===== config.mk =====
export PLATFORM = sky130hd
export DESIGN_NAME = mem_access_unit
export DESIGN_NICKNAME = d
export VERILOG_FILES = /design/src/rtl/mem_pkg.sv /design/src/rtl/mem_lane_fmt.sv /design/src/rtl/mem_access_unit.sv
export SDC_FILE = /design/constraint.sdc
export NUM_CORES = 1
export LEC_CHECK = 0
export ABC_AREA = 1
export BUFFER_PORTS_ARGS = -buffer_cell sky130_fd_sc_hd__buf_2
export CAP_MARGIN = 15
export CORE_UTILIZATION = 55
export CTS_CLUSTER_DIAMETER = 60
export DETAILED_ROUTE_END_ITERATION = 12
export PLACE_DENSITY = 0.95
export SKIP_LAST_GASP = 1
export SLEW_MARGIN = 20
export SYNTH_ARGS = -nofsm -noshare
export SYNTH_HDL_FRONTEND = slang
export SYNTH_SLANG_ARGS = --single-unit

===== constraint.sdc =====
create_clock -name CLK -period 2.77 [get_ports CLK]
set_input_delay 0 -clock CLK [delete_from_list [all_inputs] [get_ports CLK]]
set_output_delay 0 -clock CLK [all_outputs]
set_load 0.03 [all_outputs]

===== src/rtl/mem_pkg.sv =====
// mem_pkg
//   Shared definitions for the load/store engine of the multicycle CPU.
//   Contents:
//     SZ_BYTE / SZ_HALF / SZ_WORD : access size encodings (2'b11 is also a word)
//     state_t                     : mem_access_unit FSM states (IDLE, REQ, DONE)
//     isMisaligned()              : alignment check used when MEM_MISALIGN_TRAP_EN
//                                   is defined
package mem_pkg;

    localparam logic [1:0] SZ_BYTE = 2'b00;
    localparam logic [1:0] SZ_HALF = 2'b01;
    localparam logic [1:0] SZ_WORD = 2'b10;

    typedef enum logic [1:0] {
        IDLE = 2'b00,
        REQ  = 2'b01,
        DONE = 2'b10
    } state_t;

    // A half needs an even address, a word needs both low bits clear.
    // Any size with bit 1 set is treated as a word.
    function automatic logic isMisaligned(input logic [1:0] size,
                                          input logic [1:0] lowAddr);
        logic result;
        result = 1'b0;
        if (size[1])
            result = (lowAddr != 2'b00);
        else if (size == SZ_HALF)
            result = lowAddr[0];
        return result;
    endfunction

endpackage


===== src/rtl/mem_lane_fmt.sv =====
// mem_lane_fmt
//   Purely combinational lane logic for little-endian byte/half/word accesses.
//   Ports:
//     size     in  2  access size (SZ_BYTE, SZ_HALF, word otherwise)
//     lowAddr  in  2  low two address bits selecting the lane(s)
//     signExt  in  1  sign-extend byte/half loads
//     wdata    in  32 raw store data
//     memRdata in  32 raw word read from memory
//     be       out 4  byte enables
//     wdataRep out 32 store data replicated across lanes
//     loadData out 32 extracted and extended load result
module mem_lane_fmt
    import mem_pkg::*;
(
    input  logic [1:0]  size,
    input  logic [1:0]  lowAddr,
    input  logic        signExt,
    input  logic [31:0] wdata,
    input  logic [31:0] memRdata,
    output logic [3:0]  be,
    output logic [31:0] wdataRep,
    output logic [31:0] loadData
);

    logic [7:0]  byteVal;
    logic [15:0] halfVal;

    // Lane selection; half accesses look only at addr[1], so an odd half
    // address silently uses the enclosing aligned half.
    always_comb begin
        byteVal = 8'h00;
        case (lowAddr)
            2'd0:    byteVal = memRdata[7:0];
            2'd1:    byteVal = memRdata[15:8];
            2'd2:    byteVal = memRdata[23:16];
            default: byteVal = memRdata[31:24];
        endcase
        halfVal = lowAddr[1] ? memRdata[31:16] : memRdata[15:0];
    end

    always_comb begin
        be       = 4'b1111;
        wdataRep = wdata;
        loadData = memRdata;
        if (size == SZ_BYTE) begin
            be       = 4'b0001 << lowAddr;
            wdataRep = {4{wdata[7:0]}};
            loadData = {{24{signExt & byteVal[7]}}, byteVal};
        end else if (size == SZ_HALF) begin
            be       = lowAddr[1] ? 4'b1100 : 4'b0011;
            wdataRep = {2{wdata[15:0]}};
            loadData = {{16{signExt & halfVal[15]}}, halfVal};
        end
    end

endmodule


===== src/rtl/mem_access_unit.sv =====
// mem_access_unit
//   MEM-step load/store engine: one req/ack data-memory transaction per start
//   pulse, with lane handling, registered load result and a timeout abort.
//   Optional feature macro: MEM_MISALIGN_TRAP_EN (misaligned half/word accesses
//   finish immediately with err and never touch the bus).
//   Ports:
//     CLK, RST_n           clock, asynchronous active-low reset
//     start                request pulse (sampled only in IDLE)
//     memWrite, size,      store/load, access size, sign extension,
//     signExt, addr, wdata effective address, store data
//     busy, done, err      status; err is valid with done
//     rdata                formatted load result, held until next good load
//     mem_req .. mem_wdata registered memory request, zero outside REQ
//     mem_rdata, mem_ack   memory response
module mem_access_unit
    import mem_pkg::*;
#(
    parameter int TIMEOUT = 255
) (
    input  logic        CLK,
    input  logic        RST_n,
    input  logic        start,
    input  logic        memWrite,
    input  logic [1:0]  size,
    input  logic        signExt,
    input  logic [31:0] addr,
    input  logic [31:0] wdata,
    output logic        busy,
    output logic        done,
    output logic        err,
    output logic [31:0] rdata,
    output logic        mem_req,
    output logic        mem_we,
    output logic [31:0] mem_addr,
    output logic [3:0]  mem_be,
    output logic [31:0] mem_wdata,
    input  logic [31:0] mem_rdata,
    input  logic        mem_ack
);

    localparam int CW = $clog2(TIMEOUT + 1);

    state_t          state, stateNext;
    logic [CW-1:0]   count;
    logic [CW-1:0]   countInc;
    logic            timeoutHit;
    logic            misaligned;
    logic            weQ, signExtQ;
    logic [1:0]      sizeQ, lowQ;
    logic [1:0]      fmtSize, fmtLow;
    logic            fmtSignExt;
    logic [3:0]      fmtBe;
    logic [31:0]     fmtWdata, fmtLoad;

    // The single formatter sees the live inputs while IDLE (to build the bus
    // request) and the captured request afterwards (to extract load data).
    assign fmtSize    = (state == IDLE) ? size       : sizeQ;
    assign fmtLow     = (state == IDLE) ? addr[1:0]  : lowQ;
    assign fmtSignExt = (state == IDLE) ? signExt    : signExtQ;

    mem_lane_fmt u_fmt (
        .size     (fmtSize),
        .lowAddr  (fmtLow),
        .signExt  (fmtSignExt),
        .wdata    (wdata),
        .memRdata (mem_rdata),
        .be       (fmtBe),
        .wdataRep (fmtWdata),
        .loadData (fmtLoad)
    );

`ifdef MEM_MISALIGN_TRAP_EN
    assign misaligned = isMisaligned(size, addr[1:0]);
`else
    assign misaligned = 1'b0;
`endif

    // The count reaching TIMEOUT on this edge ends the request; mem_req has
    // then been high for exactly TIMEOUT cycles.
    assign countInc   = count + 1'b1;
    assign timeoutHit = (countInc == CW'(TIMEOUT));

    assign busy = (state != IDLE);
    assign done = (state == DONE);

    // State register.
    always_ff @(posedge CLK or negedge RST_n) begin
        if (!RST_n)
            state <= IDLE;
        else
            state <= stateNext;
    end

    // Next-state logic; ack takes priority over a simultaneous timeout.
    always_comb begin
        stateNext = state;
        case (state)
            IDLE:    if (start) stateNext = misaligned ? DONE : REQ;
            REQ:     if (mem_ack || timeoutHit) stateNext = DONE;
            DONE:    stateNext = IDLE;
            default: stateNext = IDLE;
        endcase
    end

    // Request capture, bus registers, timeout counter and load result.
    always_ff @(posedge CLK or negedge RST_n) begin
        if (!RST_n) begin
            count     <= '0;
            weQ       <= 1'b0;
            signExtQ  <= 1'b0;
            sizeQ     <= SZ_BYTE;
            lowQ      <= 2'b00;
            err       <= 1'b0;
            rdata     <= '0;
            mem_req   <= 1'b0;
            mem_we    <= 1'b0;
            mem_addr  <= '0;
            mem_be    <= '0;
            mem_wdata <= '0;
        end else begin
            case (state)
                IDLE: begin
                    count <= '0;
                    err   <= 1'b0;
                    if (start) begin
                        weQ      <= memWrite;
                        signExtQ <= signExt;
                        sizeQ    <= size;
                        lowQ     <= addr[1:0];
                        if (misaligned) begin
                            err <= 1'b1;
                        end else begin
                            mem_req   <= 1'b1;
                            mem_we    <= memWrite;
                            mem_addr  <= {addr[31:2], 2'b00};
                            mem_be    <= fmtBe;
                            mem_wdata <= memWrite ? fmtWdata : 32'h0;
                        end
                    end
                end
                REQ: begin
                    if (mem_ack || timeoutHit) begin
                        mem_req   <= 1'b0;
                        mem_we    <= 1'b0;
                        mem_addr  <= '0;
                        mem_be    <= '0;
                        mem_wdata <= '0;
                        err       <= !mem_ack;
                        if (mem_ack && !weQ)
                            rdata <= fmtLoad;
                    end else begin
                        count <= countInc;
                    end
                end
                default: begin
                    err <= 1'b0;
                end
            endcase
        end
    end

endmodule

==> metrics.yaml, run 1 <==
synthesis:
  synth_cell_type_count: 31
  synth_top_area_cell: "dfrtp_1"
  yosys.area_share.simple: 0.399
  synth_compound_area_frac: 0.0431
  ys_async_sr_fraction: 1.00
  synth_edf_count: 0
  synth-xor-area-share: 0
  synth_commonest_cells: "477 x nand2_1, 117 x dfrtp_1, 63 x inv_1, 45 x nor2_1, 44 x nand3_1"
  ys_warn_count: 0
  ys_seq_area_frac: 0.480
  synth_top_family_by_area: "simple AND/OR/NAND/NOR gates"
  synth_top_area_frac: 0.480
  synth_cells: 871
  synth.cell_area_mm2: 0.00610
  ys_ff_latch: 117
  ys.flop_type: "dfrtp_1"
  synth.most_common_cell: "nand2_1"
  yosys-top-cells-area: "dfrtp_1 48%, nand2_1 29%, inv_1 3.9%"
  synth_fa_ha_area_frac: 0.00410
  muxShareOfSynthArea: 0
  syn_avg_cell_area_um2: 7.01
timing:
  hold_viol: 0
  maxSlewViolCount: 0
  period_share: 0.942
  setup_viol: 0
  tightest_slew_ns: 0.945
  setup_slack_ns: 0.162
  skew_ns: 0.0113
  rsz0062_at_grt: "false"
  max_freq_ghz: 0.383
  setup_tns_ns: 0
  slew_headroom: 0.369
  fin_crit_ns: 2.61
die:
  rows: 38
  die_area_mm2: 0.0115
  core_area_mm2: 0.0108
  io-pin-count: 209
  dieHeight_um: 107
  die_w_um: 107
  initial_core_util: 0.563
route:
  drt_drc_violations_left: 0
  drt_iter0_markers: 823
  wire_per_inst_um: 17.0
  vias: 7497
  routed_wl_um: 23000
  ant_nets: 0
  vias_per_cell: 5.55
  first_pass_iters: 6
cells_and_area:
  fill_cells: 601
  fin_cells: 1350
  syn2layout_area_growth_pct: 48.3
  drive_gt1_frac: 0.237
  insertedDiodeCount: 0
  fin_nets: 1304
cts:
  path_clk_slew_ns: 0.06
  cts_buffers: 17
  cts_root_buf: "clkbuf_8"
  cts.sinks: 117
  htreeDepth: 4
  cts_tree: "done"
  clk_latency_ns: 0.51
  clock_path_buffers: 2
worst_setup_path:
  r2r_cells: 12
  critPathMaxFanout: 25
  critPathLaunchType: "flop"
  critical_path.endpoint_type: "flop"
  arrival_ns: 3.01
  crit_type: "reg2reg"
  crit_required_ns: 3.17
global_routing:
  track_usage: 0.406
  globalRoute.totalOverflow: 0
  grt_pass1_wl_um: 35800
  grt_antenna_before_repair: 0
  grt_max_degree: 69
  grt_pass1_vias: 7314
pwr:
  peakVddDrop_v: 0.000744
  power_leakage_uw: 0.00532
  powerDensity_mw_per_mm2: 1220
placed_design:
  place_inst: 1194
  place_hpwl_um: 12000
  post-place-ws_ns: 0.435
  portBuffers: 206
  globalplace.congestion: 0.904
outcome:
  status: "finished clean"
hold_path:
  hold_class: "in2async"
run:
  cap_violations: 0
==> sequential cells by signal (all words and copies together), names as in the netlist <==
| name | flops |
|---|---|
| mem_req | 1 |
| mem_we | 1 |
| state | 2 |
| count | 8 |
| signExtQ | 1 |
| err | 1 |
| rdata | 32 |
| mem_be | 4 |
| mem_wdata | 32 |
| mem_addr | 30 |
| weQ | 1 |
| lowQ | 2 |
| sizeQ | 2 |
==> power by group <==
part	switching, uW	internal (uW)	leakage (uW)
combinational	4130	1880	0.00352
sequential	486	2400	0.00153
clock	827	1290	0.000273
==> worst max-delay path, cell delays in order, from the launching register on <==
cell           delay (ns)
dfrtp_1              0.45
nor2_4               0.23
nand2_1              0.09
o21ai_2              0.10
buf_6                0.28
nand3_2              0.12
inv_2                0.27
nand2_1              0.09
nand3_1              0.09
dlygate4sd3_1        0.55
nand2_1              0.09
nand2_1              0.07
nand2_1              0.06
==> cells by family (layout without fill, tap and decap cells) <==
logic type / count (synthesis) / after routing
buffers and inverters: 105 / 443
other: 1 / 2
DFF: 117 / 117
and+or+nand+nor: 600 / 600
adders and majority gates: 2 / 2
AOI/OAI and AO/OA: 46 / 46
==> layout make-up <==
class	count	area, um2	share of cell area
inverter	69	259	0.0286
clock buffer	18	428	0.0473
multi-input combinational	650	2750	0.303
tap	140	175	0.0194
sequential	117	2930	0.323
clock inverter	13	134	0.0148
timing repair buffer	343	2380	0.263
==> worst paths after layout <==
path / slack [ns] / end / startpoint
max: 0.16 / rdata[10] / state[1]
min: 0.08 / mem_addr[28] / RST_n
max reg2reg: 0.16 / rdata[10] / state[1]
min reg2reg: 0.46 / mem_req / mem_req
max in group asynchronous: 1.91 / rdata[13] / RST_n
min in group CLK: 0.19 / mem_addr[21] / start
==> per-layer routing <==
layer  global-route usage  up-vias  part of all wire
met4                0.219        0             0.046
met3                0.128      137              0.11
met2                0.683      624              0.49
li1                     -     3312                 -
met5                    0        -                 0
met1                0.459     3424              0.36
==> stage by stage <==
step	total power (uW)	util	area [um2]	hold slack [ns]
after floorplan	6510	-	6110	-0.296
after global placement	7810	0.667	7230	0.0609
after detailed placement	7940	0.667	7230	0.0653
after CTS	10500	0.830	9000	0.0662
after global routing	11600	0.835	9050	0.121
final	11000	0.835	9050	0.0827
==> placed cells by master (no fill, tap or decap), drive strengths merged <==
| cell type | count |
|---|---|
| nand2 | 492 |
| buf | 222 |
| dlygate4sd3 | 121 |
| dfrtp | 117 |
| inv | 68 |
| nor2 | 52 |
| nand3 | 47 |
| o21ai | 33 |
| clkbuf | 18 |
| clkinv | 9 |
| o211ai | 6 |
| nand4 | 5 |
| a21oi | 3 |
| clkinvlp | 3 |
| o21bai | 3 |
| nor3 | 2 |
| nand3b | 2 |
| ha | 2 |
| conb | 2 |
| bufinv | 2 |
| o31ai | 1 |
==> timing repair <==
item | 4_1_cts | 5_1_grt
gates resized for setup | 0 | 5
setup buffers | 0 | 4
endpoints found under the hold margin | 159 | 0
hold buffers | 121 | 0
setup endpoints to repair | 0 | 16
No activity file was read; power rests on OpenSTA's default activity.
==> run 2: changes to the inputs <==
Settings changed: RECOVER_POWER set to 50.
==> metrics.yaml, run 2 (synthesis results as in run 1) <==
hold_path:
  min_to: "mem_addr[21]"
  holdCritStartpoint: "start"
  whs_path_depth: 6
  hold_class: "in2reg"  # was in2async
die:
  io-pin-count: 209  # unchanged
  rows: 38  # unchanged
  dieHeight_um: 107  # unchanged
  die_w_um: 107  # unchanged
  die_area_mm2: 0.0115  # unchanged
  initial_core_util: 0.563  # unchanged
  core_area_mm2: 0.0108  # unchanged
timing:
  rsz0062_at_grt: "false"  # unchanged
  slew_headroom: 0.157  # was 0.369
  setup_viol: 0  # unchanged
  hold_viol: 0  # unchanged
  fin_crit_ns: 2.59  # was 2.61 ns
  skew_ns: 0.0116  # was 0.0113 ns
  period_share: 0.935  # was 0.942
  tightest_slew_ns: 1.26  # was 0.945 ns
  maxSlewViolCount: 0  # unchanged
  setup_tns_ns: 0  # unchanged
  setup_slack_ns: 0.179  # was 0.162 ns
  max_freq_ghz: 0.386  # was 0.383 GHz
  holdWs_ns: 0.183  # was 0.0827 ns
worst_setup_path:
  r2r_cells: 12  # unchanged
  critPathLaunchType: "flop"  # unchanged
  crit_required_ns: 3.17  # about the same
  crit_type: "reg2reg"  # unchanged
  critical_path.endpoint_type: "flop"  # unchanged
  critPathMaxFanout: 25  # unchanged
  rr_startpoint: "state[1]"  # unchanged
  arrival_ns: 2.99  # was 3.01 ns
  r2r_setup_slack_ns: 0.18  # was 0.16 ns
  r2r-end: "rdata[10]"  # unchanged
route:
  ant_nets: 0  # unchanged
  drt_iter0_markers: 689  # was 823
  vias_per_cell: 5.54  # was 5.55
  drt_drc_violations_left: 0  # unchanged
  wire_per_inst_um: 17.1  # was 17.0 um
  vias: 7475  # was 7,497
  first_pass_iters: 7  # was 6
  routed_wl_um: 23100  # was 23,000 um
cells_and_area:
  fill_cells: 648  # was 601
  regArea_mm2: 0.00293  # unchanged
  fin_cells: 1350  # unchanged
  drive_gt1_frac: 0.195  # was 0.237
  fin_nets: 1304  # unchanged
  multiInputGateArea_mm2: 0.00275  # unchanged
  insertedDiodeCount: 0  # unchanged
  syn2layout_area_growth_pct: 47.0  # was 48.3%
  final_cell_mix: "477 x nand2_1, 154 x buf_2, 121 x dlygate4sd3_1"  # was 477 x nand2_1, 205 x buf_2, 121 x dlygate4sd3_1
  final_common_cell: "nand2_1"  # unchanged
  reg_top3: "mem_wdata x32, rdata x32, mem_addr x30"  # unchanged
pwr:
  finalPower_uw: 10900  # was 11,000 uW
  peakVddDrop_v: 0.000721  # was 0.000744 V
  powerDensity_mw_per_mm2: 1220  # about the same
  power_leakage_uw: 0.00513  # was 0.00532 uW
cts:
  cts_buffers: 17  # unchanged
  cts_tree: "done"  # unchanged
  cts_root_buf: "clkbuf_8"  # unchanged
  path_clk_slew_ns: 0.06  # about the same
  cts.sinks: 117  # unchanged
  htreeDepth: 4  # unchanged
  clock_path_buffers: 2  # unchanged
  clk_latency_ns: 0.52  # was 0.51 ns
global_routing:
  grt_pass1_wl_um: 35800  # unchanged
  track_usage: 0.406  # unchanged
  grt_antenna_before_repair: 0  # unchanged
  globalRoute.totalOverflow: 0  # unchanged
  grt_pass1_vias: 7314  # unchanged
  grt_max_degree: 69  # unchanged
placed_design:
  place_inst: 1194  # unchanged
  globalplace.congestion: 0.904  # unchanged
  portBuffers: 206  # unchanged
  post-place-ws_ns: 0.435  # unchanged
  place_hpwl_um: 12000  # unchanged
outcome:
  status: "finished clean"  # unchanged
run:
  cap_violations: 0  # unchanged
[run 2: layout make-up]
type	instances	share of cell area
clock inverter	13	0.0149
timing repair buffer	343	0.257
clock buffer	18	0.0477
inverter	69	0.0289
multi-input combinational	650	0.306
sequential	117	0.326
tap	140	0.0195
[run 2: how the worst max path moves through the flow]
| stage | from | endpoint | cells past startpoint | slack [ns] |
|---|---|---|---|---|
| floorplan | count[0] | mem_addr[24] | 13 | 0.90 |
| global placement | count[0] | mem_be[1] | 11 | 0.53 |
| detailed placement | count[1] | mem_wdata[1] | 12 | 0.44 |
| CTS | state[1] | rdata[9] | 12 | 0.04 |
| global route | state[1] | rdata[9] | 12 | 0.03 |
| finish | state[1] | rdata[10] | 12 | 0.18 |
[run 2: worst max-delay path, cell delays in order, from the launching register on]
cell and delay (ns):
dfrtp_1 0.45, nor2_4 0.23, nand2_1 0.09, o21ai_2 0.10
buf_6 0.28, nand3_2 0.12, inv_2 0.26, nand2_1 0.09
nand3_1 0.08, dlygate4sd3_1 0.55, nand2_1 0.09, nand2_1 0.07
nand2_1 0.06
[run 2: power by group]
group	leakage, uW	switching [uW]	total, uW	internal [uW]
logic	0.00333	4130	5920	1790
clock network	0.000273	831	2120	1290
registers	0.00153	494	2890	2400
total	0.00513	5460	10900	5480
[run 2: what timing repair did]
item                                    CTS  global route
endpoints found under the setup margin    0            16
setup buffers                             0             4
resized for setup                         0             5
endpoints found under the hold margin   159             0
hold buffers                            121             0
[run 2: routing by layer]
layer  share of wire  GRT usage  up-vias
li1                -          -     3307
met3            0.12      0.128      144
met2            0.48      0.683      604
met5               0          0        -
met1            0.35      0.459     3420
met4           0.051      0.219        0
[run 2: metrics by stage]
step / util / area (um2)
after global placement: 0.667 / 7230
final: 0.828 / 8970
after CTS: 0.830 / 9000
after floorplan: - / 6110
after global routing: 0.828 / 8970
after detailed placement: 0.667 / 7230
